$ cat src/rtl/sid_i2s_tx.sv
// Philips I2S transmitter for the SID stereo sample stream.
// Generates BCK/LRCK/SDATA from clk and latches both channels together once per frame.

package sid;
    typedef struct packed {
        logic signed [23:0] left;
        logic signed [23:0] right;
    } audio_t;
endpackage

module sid_i2s_tx #(
    parameter int BCK_HALF  = 4,
    parameter int SLOT_BITS = 32
) (
    input  logic         clk,
    input  logic         rst,
    input  sid::audio_t  audio_i,
    output logic         bck,
    output logic         lrck,
    output logic         sdata,
    output logic         sample_tick
);
    localparam int FRAME_BITS = 2 * SLOT_BITS;
    localparam int DIV_W      = (BCK_HALF > 1) ? $clog2(BCK_HALF) : 1;
    localparam int CNT_W      = $clog2(FRAME_BITS);

    logic [DIV_W-1:0]      r_div_cnt;
    logic [CNT_W-1:0]      r_bit_cnt;
    logic [FRAME_BITS-1:0] r_shift;
    logic                  r_bck;
    logic                  r_lrck;
    logic                  r_sdata;
    logic                  r_tick;

    logic                      w_div_end;
    logic                      w_fall;
    logic                      w_wrap;
    logic [CNT_W-1:0]          w_bit_nxt;
    logic [SLOT_BITS+23:0]     w_left_ext;
    logic [SLOT_BITS+23:0]     w_right_ext;
    logic [FRAME_BITS-1:0]     w_frame;

    assign w_div_end = (r_div_cnt == DIV_W'(BCK_HALF - 1));
    assign w_fall    = w_div_end && r_bck;
    assign w_wrap    = (r_bit_cnt == CNT_W'(FRAME_BITS - 1));
    assign w_bit_nxt = w_wrap ? '0 : r_bit_cnt + 1'b1;

    // Each channel is left-justified in its slot; padding appended without zero-width replication.
    assign w_left_ext  = {audio_i.left,  {SLOT_BITS{1'b0}}};
    assign w_right_ext = {audio_i.right, {SLOT_BITS{1'b0}}};
    assign w_frame     = {w_left_ext[SLOT_BITS+23 -: SLOT_BITS],
                          w_right_ext[SLOT_BITS+23 -: SLOT_BITS]};

    always_ff @(posedge clk) begin
        if (rst) begin
            r_div_cnt <= '0;
            r_bck     <= 1'b0;
            r_bit_cnt <= CNT_W'(FRAME_BITS - 1);
            r_shift   <= '0;
            r_lrck    <= 1'b0;
            r_sdata   <= 1'b0;
            r_tick    <= 1'b0;
        end else begin
            r_tick <= 1'b0;
            if (w_div_end) begin
                r_div_cnt <= '0;
                r_bck     <= ~r_bck;
            end else begin
                r_div_cnt <= r_div_cnt + 1'b1;
            end
            if (w_fall) begin
                r_bit_cnt <= w_bit_nxt;
                r_lrck    <= (w_bit_nxt >= CNT_W'(SLOT_BITS));
                // r_sdata is the one-BCK I2S delay: the previous frame's LSB goes out at the wrap.
                r_sdata   <= r_shift[FRAME_BITS-1];
                if (w_wrap) begin
                    r_shift <= w_frame;
                    r_tick  <= 1'b1;
                end else begin
                    r_shift <= {r_shift[FRAME_BITS-2:0], 1'b0};
                end
            end
        end
    end

    assign bck         = r_bck;
    assign lrck        = r_lrck;
    assign sdata       = r_sdata;
    assign sample_tick = r_tick;
endmodule
$ cat config.mk
export PLATFORM = sky130hd
export DESIGN_NAME = sid_i2s_tx
export DESIGN_NICKNAME = d
export VERILOG_FILES = /design/src/rtl/sid_i2s_tx.sv
export SDC_FILE = /design/constraint.sdc
export NUM_CORES = 1
export LEC_CHECK = 0
export ABC_AREA = 1
export ABC_CLOCK_PERIOD_IN_PS = 1400
export BUFFER_PORTS_ARGS = -buffer_cell sky130_fd_sc_hd__buf_2
export CORE_ASPECT_RATIO = 1.75
export CORE_MARGIN = 10
export CORE_UTILIZATION = 49
export DETAILED_ROUTE_END_ITERATION = 10
export PLACE_DENSITY = 0.75
export SYNTH_ARGS = -nofsm -noshare
export SYNTH_HDL_FRONTEND = slang
export SYNTH_SLANG_ARGS = --single-unit
$ cat constraint.sdc
create_clock -name clk -period 1.4 [get_ports clk]
set_clock_uncertainty 0.15 [all_clocks]
set_input_delay 0.21 -clock clk [delete_from_list [all_inputs] [get_ports clk]]
set_output_delay 0.21 -clock clk [all_outputs]
set_load 0.01 [all_outputs]
==> results.cfg <==
[grt]
grt_pass1_wl_um = 12200
grt-ovfl-total = 0
globalRouteTotalUtil_pct = 16.3
grt_start_max_net_pins = 40
grt_pass1_vias = 2819
grt_antenna_before_repair = 1

[placement]
place_congestion = 0.776
place.detailed.hpwl_um = 4500
post-place-ws_ps = -58.2
numPortBuffers = 53

[synth]
syn_inst = 356
yosysTopAreaCell = dfxtp_1
yosysWarnings = 0
synthTopCellsByArea = dfxtp_1 (51%), nand2_1 (19%), nand3_1 (18%)
syn_area_per_cell_um2 = 7.53
synthesis.area_mm2 = 0.00268
yosysMostFrequentCell = nand2_1
synth_seq_cells = 68
async_flop_share_pct = 0
seq_area_frac_synth_pct = 50.8
ys_types = 21
synth_commonest_cells = nand2_1 (134), nand3_1 (99), dfxtp_1 (68)
synth_nets = 408
synthFlopType = dfxtp_1
synth_top_area_share_pct = 50.8
synth_edf_count = 0

[timing]
timing.final.crit_share_pct = 112
period_needed_ps = 1560
hold_violations = 0
worst_pin_slew_ps = 192
rsz0062_at_grt = true
maxSlewHeadroom_pct = 87.1
slew_violations = 0
setup_ws_ps = -161
setup_viol = 59
fmax_ghz = 0.640

[worst_setup_path]
worstSetupPathType = register to register
critPathMaxFanout = 5
cp-end-kind = register
reg2reg_slack_ps = -160
crit_arrival_ps = 1700
crit_path_start_kind = register
worstPathRequired_ps = 1540

[clocking]
cts.sinks = 68
cts_tree = done
cts-root-buf = clkbuf_8
cts_buffers = 9
cts.clk_slew.worst_paths_ps = 60
clk_path_buf_depth = 2
clk_latency_ps = 350
h-tree-depth = 3

[pwr]
pwr-share-clk_pct = 42.8
power.leakage_nw = 2.19
p_sw_mw = 0.905
combPwrFrac_pct = 8.3
power_mw = 4.02
p_seq_share_pct = 48.9
p_int_mw = 3.12
sw_frac_of_total_pct = 22.5
powerDensity_mw_per_mm2 = 934
vdd_drop_max_mv = 0.704

[drt]
post-route-drc-count = 0
detail-route-antenna-nets = 0
vias = 2995
wirelength_um = 9510
drt_iter0_markers = 344
detail_route.wl_per_cell_um = 17.0
viasPerCell = 5.34
dr.pass1.iters = 5

[die]
dieWidth_um = 75.9
die_y_um = 118
initial_core_util_pct = 50.6
fp.dieArea_mm2 = 0.00894
io_pins = 54
core_area_mm2 = 0.00530
rows = 35

[flow_run]
max_cap_violations = 0

[status]
status = complete, but fails checks
violations = negative setup slack

[final_layout]
fillCellCount = 317
finalNetCount = 532
ff_latch_area_mm2 = 0.00137
multi_input_area_mm2 = 0.00141
drive_above_1_share_pct = 33.8
area_delta_synth_final_pct = 60.7

[hold_path]
hold_path.class = primary input to register
[sequential cells by signal, summed over array words and instances, names as in the netlist]
| name | count |
|---|---|
| sdata | 1 |
| r_bit_cnt | 6 |
| lrck | 1 |
| r_div_cnt | 2 |
| bck | 1 |
| r_shift | 56 |
| sample_tick | 1 |
[metal layers]
metal  wire length, um  share of wire (%)  track usage [%]
met2              5070                 53             29.1
met4               607                6.4             9.29
met5                 0                  0                0
met1              3280                 34             16.0
met3               551                5.8             4.89
[placed cells by master (no fill, tap or decap)]
master / n
a21oi_1: 4
a22o_1: 1
buf_12: 6
buf_2: 53
buf_4: 18
buf_6: 5
buf_8: 1
bufinv_16: 1
clkbuf_1: 1
clkbuf_16: 5
clkbuf_8: 12
clkinv_2: 1
clkinv_4: 1
dfxtp_1: 64
dfxtp_2: 4
diode_2: 2
dlygate4sd3_1: 47
ha_4: 2
inv_1: 4
inv_2: 3
inv_4: 1
nand2_1: 109
nand2_2: 17
nand2_4: 9
nand3_1: 79
nand3_2: 19
nand3_4: 1
nand3b_1: 1
nor2_1: 5
nor2_2: 1
nor2_4: 3
nor3_1: 2
nor3_2: 1
nor3b_1: 1
o21ai_0: 1
o21ai_1: 1
o22a_1: 1
[stage by stage]
stage | TNS (ps) | instance area (um^2) | cells | util, % | hold WS, ps
detailed placement | -1680 | 3200 | 483 | 60.4 | 279
CTS | -2150 | 3890 | 546 | 73.4 | 0.734
finish | -6840 | 4310 | 561 | 81.3 | 8.84
global route | -10010 | 4310 | 560 | 81.3 | 15.7
global placement | -249 | 3200 | 483 | 60.4 | 269
floorplan | -77.5 | 2760 | 356 | - | 124
[layout make-up]
cell class | count | share of cell area, %
Timing Repair Buffer | 135 | 27.6
Inverter | 8 | 0.755
Tap cell | 74 | 2.15
Clock buffer | 13 | 3.92
Antenna cell | 2 | 0.116
Multi-Input combinational cell | 258 | 32.8
Sequential cell | 68 | 31.7
Clock inverter | 3 | 1.02
[worst max-delay path, stage by stage, from the launching register on]
cell and delay, ps:
dfxtp_2 350, ha_4 150, nand2_4 60, nor2_4 140
inv_4 60, nor2_4 140, buf_6 160, clkbuf_16 170
nand3_2 50, nand2_1 60
[power by group through the flow]
| stage | Sequential, mW | Clock (mW) | Combinational (mW) |
|---|---|---|---|
| finish | 1.97 | 1.72 | 0.335 |
| global route | 1.97 | 1.83 | 0.360 |
| CTS | 1.97 | 1.71 | 0.316 |
| detailed placement | 2.01 | 0 | 0.215 |
| global placement | 2.01 | 0 | 0.209 |
| floorplan | 2.01 | 0 | 0.0933 |
[final timing paths]
kind                            cells past startpoint          from            to
worst max-delay path                                9  r_div_cnt[0]          lrck
worst min register to register                      1  r_div_cnt[0]  r_div_cnt[0]
worst min-delay path                                2           rst  r_div_cnt[0]
worst max register to register                      9  r_div_cnt[0]          lrck
[cell families after synthesis]
group | Yosys count | synth area share [%]
AO/OA/AOI/OAI | 8 | 1.77
AND/OR/NAND/NOR | 248 | 40.5
buffers and inverters | 30 | 5.98
adder cells (fa/ha/maj) | 2 | 0.934
flip-flops | 68 | 50.8
[repair_timing]
item / 4_1_cts / 5_1_grt
pin swaps: 1 / 8
buffers inserted: 0 / 6
gates resized for setup: 1 / 59
cloned: 0 / 8
hold buffers: 47 / 0
hold endpoints to repair: 47 / 0
endpoints found under the setup margin: 58 / 61
Note: power is estimated with default switching activity, not from simulation.
